**src/rtl/frame_write_arbiter_pkg.sv**
```systemverilog
// Shared types and constants for the frame write arbiter slice.
package frame_write_pkg;

  typedef enum logic [1:0] {
    CLEAR = 2'd0,
    DRAW  = 2'd1,
    DONE  = 2'd2
  } fw_phase_t;

  localparam int COORD_W   = 10;
  localparam int PIX_W     = 4;
  localparam int DEF_H_RES = 320;
  localparam int DEF_V_RES = 240;

endpackage

```
**src/rtl/frame_write_arbiter_rr_arbiter.sv**
```systemverilog
// Round-robin arbiter: the first requester after the last granted one wins.
// The pointer only moves when the caller reports an accepted grant.
module rr_arbiter #(
  parameter int N = 2
) (
  input  logic         clk,
  input  logic         reset,
  input  logic [N-1:0] req,
  input  logic         advance,
  output logic [N-1:0] grant
);

  localparam int PW = (N > 1) ? $clog2(N) : 1;

  logic [PW-1:0] r_last;
  logic [PW-1:0] w_winner;

  // Scan from lowest to highest priority so the highest-priority hit is written last.
  always_comb begin
    grant    = '0;
    w_winner = r_last;
    for (int k = N; k >= 1; k--) begin
      if (req[(int'(r_last) + k) % N]) begin
        grant                            = '0;
        grant[(int'(r_last) + k) % N]    = 1'b1;
        w_winner                         = PW'((int'(r_last) + k) % N);
      end
    end
  end

  always_ff @(posedge clk) begin
    if (reset) begin
      r_last <= PW'(N - 1);
    end else if (advance) begin
      r_last <= w_winner;
    end
  end

endmodule

```
**src/rtl/frame_write_arbiter.sv**
```systemverilog
// Sequences per-frame clear sweep, arbitrated draw and done/swap handshake onto the GPU write port.
// Clear sweep is built only when FRAME_WRITE_CLEAR_EN is defined.
module frame_write_arbiter
  import frame_write_pkg::*;
#(
  parameter int NUM_REQ = 2,
  parameter int H_RES   = DEF_H_RES,
  parameter int V_RES   = DEF_V_RES
) (
  input  logic                       gpu_clk_150,
  input  logic                       reset,
  input  logic                       gpu_start,
  input  logic [PIX_W-1:0]           clear_color,
  input  logic [NUM_REQ-1:0]         req_valid,
  input  logic [NUM_REQ*COORD_W-1:0] req_x,
  input  logic [NUM_REQ*COORD_W-1:0] req_y,
  input  logic [NUM_REQ*PIX_W-1:0]   req_data,
  output logic [NUM_REQ-1:0]         req_ready,
  input  logic [NUM_REQ-1:0]         req_frame_done,
  output logic [COORD_W-1:0]         gpu_x,
  output logic [COORD_W-1:0]         gpu_y,
  output logic [PIX_W-1:0]           gpu_data,
  output logic                       gpu_we,
  output logic                       gpu_done,
  output logic [1:0]                 phase
);

  localparam logic [COORD_W-1:0] H_LIM = COORD_W'(H_RES);
  localparam logic [COORD_W-1:0] V_LIM = COORD_W'(V_RES);

`ifdef FRAME_WRITE_CLEAR_EN
  localparam fw_phase_t START_PHASE = CLEAR;
`else
  localparam fw_phase_t START_PHASE = DRAW;
`endif

  fw_phase_t            r_state;
  fw_phase_t            w_next;
  logic                 r_startQ;
  logic                 w_rise;
  logic [COORD_W-1:0]   r_gpuX;
  logic [COORD_W-1:0]   r_gpuY;
  logic [PIX_W-1:0]     r_gpuData;
  logic                 r_gpuWe;
  logic                 r_gpuDone;
  logic [NUM_REQ-1:0]   w_grant;
  logic                 w_inDraw;
  logic                 w_accept;
  logic [COORD_W-1:0]   w_selX;
  logic [COORD_W-1:0]   w_selY;
  logic [PIX_W-1:0]     w_selData;
  logic                 w_inRange;

`ifdef FRAME_WRITE_CLEAR_EN
  logic [COORD_W-1:0]   r_cx;
  logic [COORD_W-1:0]   r_cy;
  logic [PIX_W-1:0]     r_clearColor;
  logic                 w_firstPix;
  logic                 w_lastPix;
  logic [PIX_W-1:0]     w_clearData;

  // The colour is captured on the sweep's first pixel, which also uses it directly.
  assign w_firstPix  = (r_cx == '0) && (r_cy == '0);
  assign w_lastPix   = (r_cx == H_LIM - 1'b1) && (r_cy == V_LIM - 1'b1);
  assign w_clearData = w_firstPix ? clear_color : r_clearColor;
`else
  logic                 w_unusedClear;
  assign w_unusedClear = ^clear_color;
`endif

  assign w_rise    = gpu_start & ~r_startQ;
  assign w_inDraw  = (r_state == DRAW);
  assign w_accept  = w_inDraw & (|req_valid);
  assign req_ready = w_inDraw ? w_grant : '0;

  rr_arbiter #(.N(NUM_REQ)) u_arb (
    .clk     (gpu_clk_150),
    .reset   (reset),
    .req     (req_valid),
    .advance (w_accept),
    .grant   (w_grant)
  );

  always_comb begin
    w_selX    = '0;
    w_selY    = '0;
    w_selData = '0;
    for (int i = 0; i < NUM_REQ; i++) begin
      if (w_grant[i]) begin
        w_selX    = req_x[i*COORD_W +: COORD_W];
        w_selY    = req_y[i*COORD_W +: COORD_W];
        w_selData = req_data[i*PIX_W +: PIX_W];
      end
    end
  end

  assign w_inRange = (w_selX < H_LIM) && (w_selY < V_LIM);

  always_comb begin
    w_next = r_state;
    case (r_state)
`ifdef FRAME_WRITE_CLEAR_EN
      CLEAR:   if (w_lastPix) w_next = DRAW;
`endif
      DRAW:    if ((&req_frame_done) && !(|req_valid)) w_next = DONE;
      DONE:    if (w_rise) w_next = START_PHASE;
      default: w_next = START_PHASE;
    endcase
  end

  always_ff @(posedge gpu_clk_150) begin
    if (reset) begin
      r_state      <= START_PHASE;
      r_startQ     <= 1'b0;
      r_gpuX       <= '0;
      r_gpuY       <= '0;
      r_gpuData    <= '0;
      r_gpuWe      <= 1'b0;
      r_gpuDone    <= 1'b0;
`ifdef FRAME_WRITE_CLEAR_EN
      r_cx         <= '0;
      r_cy         <= '0;
      r_clearColor <= '0;
`endif
    end else begin
      r_state   <= w_next;
      r_startQ  <= gpu_start;
      r_gpuDone <= (w_next == DONE);
      r_gpuWe   <= 1'b0;
      case (r_state)
`ifdef FRAME_WRITE_CLEAR_EN
        CLEAR: begin
          r_gpuX    <= r_cx;
          r_gpuY    <= r_cy;
          r_gpuData <= w_clearData;
          r_gpuWe   <= 1'b1;
          if (w_firstPix) r_clearColor <= clear_color;
          if (r_cx == H_LIM - 1'b1) begin
            r_cx <= '0;
            r_cy <= (r_cy == V_LIM - 1'b1) ? '0 : r_cy + 1'b1;
          end else begin
            r_cx <= r_cx + 1'b1;
          end
        end
`endif
        DRAW: begin
          // Out-of-range requests are consumed but never written.
          if (w_accept) begin
            r_gpuX    <= w_selX;
            r_gpuY    <= w_selY;
            r_gpuData <= w_selData;
            r_gpuWe   <= w_inRange;
          end
        end
        default: ;
      endcase
    end
  end

  assign gpu_x    = r_gpuX;
  assign gpu_y    = r_gpuY;
  assign gpu_data = r_gpuData;
  assign gpu_we   = r_gpuWe;
  assign gpu_done = r_gpuDone;
  assign phase    = r_state;

endmodule

```
**config.mk**
```make
export PLATFORM = sky130hd
export DESIGN_NAME = frame_write_arbiter
export DESIGN_NICKNAME = d
export VERILOG_FILES = /design/src/rtl/frame_write_arbiter_pkg.sv /design/src/rtl/frame_write_arbiter_rr_arbiter.sv /design/src/rtl/frame_write_arbiter.sv
export SDC_FILE = /design/constraint.sdc
export NUM_CORES = 1
export LEC_CHECK = 0
export BUFFER_PORTS_ARGS = -buffer_cell sky130_fd_sc_hd__buf_2
export CAP_MARGIN = 20
export CORE_MARGIN = 5
export CORE_UTILIZATION = 44
export DETAILED_ROUTE_END_ITERATION = 12
export PLACE_DENSITY = 0.87
export SLEW_MARGIN = 20
export SYNTH_ARGS = -nofsm -noshare
export SYNTH_HDL_FRONTEND = slang
export SYNTH_HIERARCHICAL = 1
export SYNTH_SLANG_ARGS = --single-unit
```
**constraint.sdc**
```tcl
create_clock -name gpu_clk_150 -period 3.85 [get_ports gpu_clk_150]
set_clock_uncertainty 0.2 [all_clocks]
set_input_delay 0.385 -clock gpu_clk_150 [delete_from_list [all_inputs] [get_ports gpu_clk_150]]
set_output_delay 0.385 -clock gpu_clk_150 [all_outputs]
set_load 0.05 [all_outputs]
```
# Yosys cells after proc, flatten, opt, wreduce, memory -nomap -nowiden
# Cells that the tools add are included.
word_totals:
  register_bits: 30
  output_inout_bits: 30
  elab_cells: 61
op_classes:
  add_sub_neg: 2
  n_lt_le_gt_ge: 6
  eq_ne: 3
  mux: 24
  n_bitwise: 7
  n_reduce_logical: 11
ops:
  columns: ["operator", "n"]
  rows:
  - ["$mux W10", 4]
  - ["$lt A10 B8 Y1 const B", 1]
  - ["$lt A10 B9 Y1 const B", 1]
  - ["$mux W1", 10]
  - ["$mux W2", 5]
  - ["$mux W4", 2]
  - ["$lt A2 B3 Y1 const B", 2]
  - ["$reduce_and A2 Y1", 3]
  - ["$eq A2 B2 Y1 const B", 2]
  - ["$ge A2 B1 Y1 const B", 2]
  - ["$logic_and A1 B1 Y1", 4]
  - ["$pmux W2 S2", 1]
  - ["$not A1 Y1", 3]
  - ["$reduce_or A3 Y1", 1]
  - ["$add A1 B1 Y1 const B", 2]
  - ["$and A1 B1 Y1", 2]
  - ["$and A1 B1 Y1 const A", 2]
  - ["$demux W1 S1", 2]
  - ["$eq A2 B1 Y1 const B", 1]
  - ["$reduce_bool A2 Y1", 1]
  - ["$reduce_or A2 Y1", 1]
  - ["$logic_not A1 Y1", 1]

# Longest topological paths before layout
logic_depth:
  depth_word: 12
  mapped_depth: 7
  mapped_depth_nobuf: 6

# Hierarchy
# Netlist, hierarchy kept.
by_module_without_submodules:
  columns: ["module", "instances", "cells_per_inst", "area_each_um2", "seq_area_each_um2"]
  rows:
  - ["frame_write_arbiter", 1, 145, 1313.8, 580.6]
  - ["rr_arbiter", 1, 7, 61.3, 20.0]

# Least setup slack after synthesis
# No wires, ideal clock.
synth_path:
  path_type: "input-to-output"
  from: "input port req_valid[1]"
  to: "output port req_ready[1]"
  t_arrival_ns: 1.581
  t_required_ns: 3.265
  setup_slack_ns: 1.684
  path_stages: 4
  cell_sequence: "a21boi_0 -> buf_2 -> buf_2 -> and2_1"
synth_via:
  elab_chain_cells: 6
  word_cells_on_any_way: 9
synth_rtl:
  columns: ["item", "line_no", "rtl"]
  rows:
  - ["start, declared", "frame_write_arbiter.sv:14", "input logic [NUM_REQ-1:0] req_valid,"]
  - ["$mux W1 (not written as such) (3 in a row)", "frame_write_arbiter_rr_arbiter.sv:23", "if (req[(int'(r_last) + k) % N]) begin"]
  - ["$mux W2", "frame_write_arbiter_rr_arbiter.sv:23", null]
  - ["$mux W2 *", "frame_write_arbiter_rr_arbiter.sv:23", null]
  - ["$mux W2 *", "frame_write_arbiter.sv:74", "assign req_ready = w_inDraw ? w_grant : '0;"]
  - ["end, declared", "frame_write_arbiter.sv:18", "output logic [NUM_REQ-1:0] req_ready,"]
# Mark *: on every way between the ends. The rest lies on a longest branch, timed or not. The select of a mux whose other input is x is not followed.

# Worst setup path after layout
layout_path:
  from: "register u_arb.r_last"
  to: "register r_gpuX[6], in the netlist gpu_x[6]"
layout_via:
  elab_chain_cells: 10
  word_cells_on_any_way: 24
layout_rtl:
  columns: ["item", "line_no", "rtl"]
  rows:
  - ["start, declared", "frame_write_arbiter_rr_arbiter.sv:15", "logic [PW-1:0] r_last;"]
  - ["start signal, assigned", "frame_write_arbiter_rr_arbiter.sv:33", "r_last <= PW'(N - 1);"]
  - ["start signal, assigned", "frame_write_arbiter_rr_arbiter.sv:35", "r_last <= w_winner;"]
  - ["$add A1 B1 Y1", "frame_write_arbiter_rr_arbiter.sv:23, frame_write_arbiter_rr_arbiter.sv:25", null]
  - ["$and A1 B1 Y1 (no line)", null, null]
  - ["$lt A2 B3 Y1 (not written as such) or $ge A2 B1 Y1 (tied branches)", "frame_write_arbiter_rr_arbiter.sv:25", "grant[(int'(r_last) + k) % N] = 1'b1;"]
  - ["$logic_and A1 B1 Y1 (not written as such)", "frame_write_arbiter_rr_arbiter.sv:25", null]
  - ["$mux W1 (not written as such)", "frame_write_arbiter_rr_arbiter.sv:25", null]
  - ["$demux W1 S1", null, null]
  - ["$mux W2", "frame_write_arbiter_rr_arbiter.sv:23", null]
  - ["$mux W2 *", "frame_write_arbiter_rr_arbiter.sv:23", null]
  - ["via w_grant[0]", "frame_write_arbiter.sv:46", "logic [NUM_REQ-1:0] w_grant;"]
  - ["$mux W10 * (2 in a row)", "frame_write_arbiter.sv:89", "if (w_grant[i]) begin"]
  - ["end signal, assigned", "frame_write_arbiter.sv:149", "r_gpuX <= w_selX;"]
  - ["end, declared", "frame_write_arbiter.sv:41", "logic [COORD_W-1:0] r_gpuX;"]
# Mark *: on every way through the listed nets, which the timed path passes. The rest lies on a longest branch. The select of a mux whose other input is x is not followed.
# A chain may end at the register's enable or synchronous reset.

==> impl_metrics.env <==
export IMPL_design_die_area_sq_mm=0.00434
export IMPL_drt_antenna_violating_nets=0
export IMPL_finalCritPeriodShare_pct=62.3
export IMPL_drt_wl_total_microns=3710
export IMPL_cp_required_ns=3.88
export IMPL_yosys_area_share_xor_xnor_pct=0
export IMPL_syn_inst=152
export IMPL_cts_htree_levels=2
export IMPL_slew_headroom_pct=31.8
export IMPL_clock_tree_root_driver_cell="clkbuf_4"
export IMPL_netlist_top_cells_count="dfxtp_1 (30), nor2_1 (27), a211oi_1 (24), a22oi_1 (21), buf_2 (9)"
export IMPL_worst_ir_drop_on_vdd_v=0.000295
export IMPL_static_leakage_power_nw=0.925
export IMPL_post_synth_top_area_fraction_pct=43.7
export IMPL_mean_number_of_vias_per_cell=5.21
export IMPL_setup_repair_after_global_routing_missed_its_margin="false"
export IMPL_antenna_found_initial=0
export IMPL_hold_path_class="in2reg"
export IMPL_detail_route_wl_per_cell_microns=13.4
export IMPL_core_region_area_sq_mm=0.00303
export IMPL_syn_to_final_growth_pct=35.9
export IMPL_clkTransAtPathRegs_ns=0.09
export IMPL_cts_hold_buffers=0
export IMPL_setup_tns_final_ns=0
export IMPL_netlist_top_cell_by_area="dfxtp_1"
export IMPL_tightestPinTransition_ns=1.02
export IMPL_finalWeightedCongestion=0.743
export IMPL_fmax_mhz=417
export IMPL_buffer_ports_inserted=84
export IMPL_final_cell_area_sq_mm=0.00187
export IMPL_max_capacitance_violation_count=0
export IMPL_post_synthesis_mux_area_share_pct=1.46
export IMPL_drt_iter0_drc=55
export IMPL_rows=20
export IMPL_criticalPathCategory="reg2reg"
export IMPL_yosys_cell_count_top_type="dfxtp_1"
export IMPL_worstPathArrival_ns=2.43
export IMPL_synth_compound_gate_area_share_pct=30.5
export IMPL_grt_start_max_net_pins=50
export IMPL_main_combinational_cell_family_by_area_after_synthesis="compound AO/OA/AOI/OAI gates"
export IMPL_post_route_drc_count=0
export IMPL_pwr_density_cell_mw_per_mm2=563
export IMPL_cts_tree="yes"
export IMPL_yosysUniqueCellTypes=33
export IMPL_grt_total_usage_pct=18.4
export IMPL_dr_total_vias=1443
export IMPL_postSynth_asyncResetShare_pct=0
export IMPL_place_hpwl_microns=2690
export IMPL_detail_route_first_pass_iterations=4
export IMPL_fp_dieW_microns=65.9
export IMPL_ys_seq_area_share_pct=43.7
export IMPL_synth_top_flop_cell="dfxtp_1"
export IMPL_cp_max_fo=12
export IMPL_report_power_total_w=0.00105
export IMPL_element_type_at_the_critical_path_end="register"
export IMPL_hold_slack_ns=0.0812
export IMPL_dpl_instance_area_sq_mm=0.00181
export IMPL_post_route_cells_drive_above_1_share_pct=42.9
export IMPL_syn_avg_cell_area_sq_um=9.05
export IMPL_cts_buffers_inserted=5
export IMPL_netlist_area_sq_mm=0.00138
export IMPL_io_pins=89
export IMPL_max_slew_violation_count=0
export IMPL_post_cts_buffers=0
export IMPL_startpoint_type="register"
export IMPL_final_setup_viol_count=0
export IMPL_outcome="finished, final reports clean"
export IMPL_yosysWarnings=6
export IMPL_synth_simple_gate_area_share_pct=16.8
export IMPL_clockBufferDepth=2
export IMPL_count_of_clock_tree_sinks=30
export IMPL_synth_edf_count=0
export IMPL_final_period_minus_worst_setup_slack_ns=2.40
export IMPL_first_global_vias=1382
export IMPL_finish_net_count=293
export IMPL_post_synth_fa_ha_maj_area_fraction_pct=1.82
export IMPL_cts_resized_gates=0
export IMPL_finalHoldViolCount=0
export IMPL_postSynthRegisterBits=30
export IMPL_grt_first_pass_wirelength_microns=6090
export IMPL_insertion_delay_ns=0.33
export IMPL_dieHeight_microns=65.9
export IMPL_globalRoute_totalOverflow=0
export IMPL_synth_fp_nets=213
export IMPL_floorplan_initialDensity_pct=45.4
export IMPL_count_of_antenna_diodes_in_the_layout=0
export IMPL_synthTopCellsByArea="dfxtp_1 (44%), a211oi_1 (13%), a22oi_1 (11%)"
[worst paths after layout]
| path | from | endpoint | slack, ns | depth (start not counted) |
|---|---|---|---|---|
| max | u_arb/r_last | gpu_x[6] | 1.45 | 6 |
| min | gpu_start | r_startQ | 0.08 | 2 |
| max reg2reg | u_arb/r_last | gpu_x[6] | 1.45 | 6 |
| min reg2reg | gpu_x[2] | gpu_x[2] | 0.30 | 2 |
[power by group]
group          total [W]  internal, W  leakage [nW]  switching (W)
Combinational   0.000469     0.000132         0.642       0.000337
Clock           0.000194    0.0000884        0.0353       0.000106
Sequential      0.000390     0.000364         0.248      0.0000255
[stage by stage]
step / cells / utilization [%] / worst slack (ns)
final: 277 / 61.7 / 1.45
after global routing: 277 / 61.7 / 1.23
after CTS: 277 / 61.7 / 1.45
after detailed placement: 269 / 59.8 / 1.35
after global placement: 269 / 59.8 / 1.41
after floorplan: 152 / - / 1.68
[layer usage]
layer	share of wire [%]	vias up	global-route usage, %
met5	0	-	0
met4	2.7	0	11.7
met3	8.1	10	5.44
met2	48	50	31.7
met1	41	652	19.4
li1	-	731	-
[state kept, by name, indices dropped and copies added (netlist names)]
name and cells:
phase 2, gpu_x 10, gpu_data 4, gpu_y 10
gpu_done 1, r_startQ 1, u_arb/r_last 1, gpu_we 1
[cells in the final DEF (no fill, tap or decap), types with 2 or more instances in the layout]
master | netlist | layout
mux2i_1 | 2 | 2
a211oi_1 | 24 | 24
inv_1 | 3 | 3
nor2_1 | 27 | 27
a22oi_1 | 21 | 21
buf_2 | 9 | 84
and2_1 | 2 | 2
buf_4 | 0 | 2
ha_1 | 2 | 2
dfxtp_1 | 30 | 30
a21oi_1 | 2 | 2
nand2_1 | 4 | 4
clkbuf_4 | 0 | 5
nor2b_4 | 1 | 2
[worst max-delay path, cell delays in order, from the launching register on]
cell,delay [ns]
dfxtp_1,0.39
inv_1,0.05
a21boi_0,0.45
nor2b_2,0.55
buf_4,0.29
a22oi_1,0.11
a211oi_1,0.26
[area by class of cell]
type	instances	area, sq um
timing repair buffer	86	435
fill	294	1160
tap	44	55.1
clock inverter	1	5.00
clock buffer	7	55.1
sequential	30	601
inverter	3	11.3
multi-input combinational	106	707
[logic make-up after synthesis]
family	Yosys count
buffers and inverters	16
flip-flops	30
multiplexers	2
AND/OR/NAND/NOR	46
AO/OA/AOI/OAI	56
adder cells (fa/ha/maj)	2
Note: power is estimated with default switching activity, not from simulation.
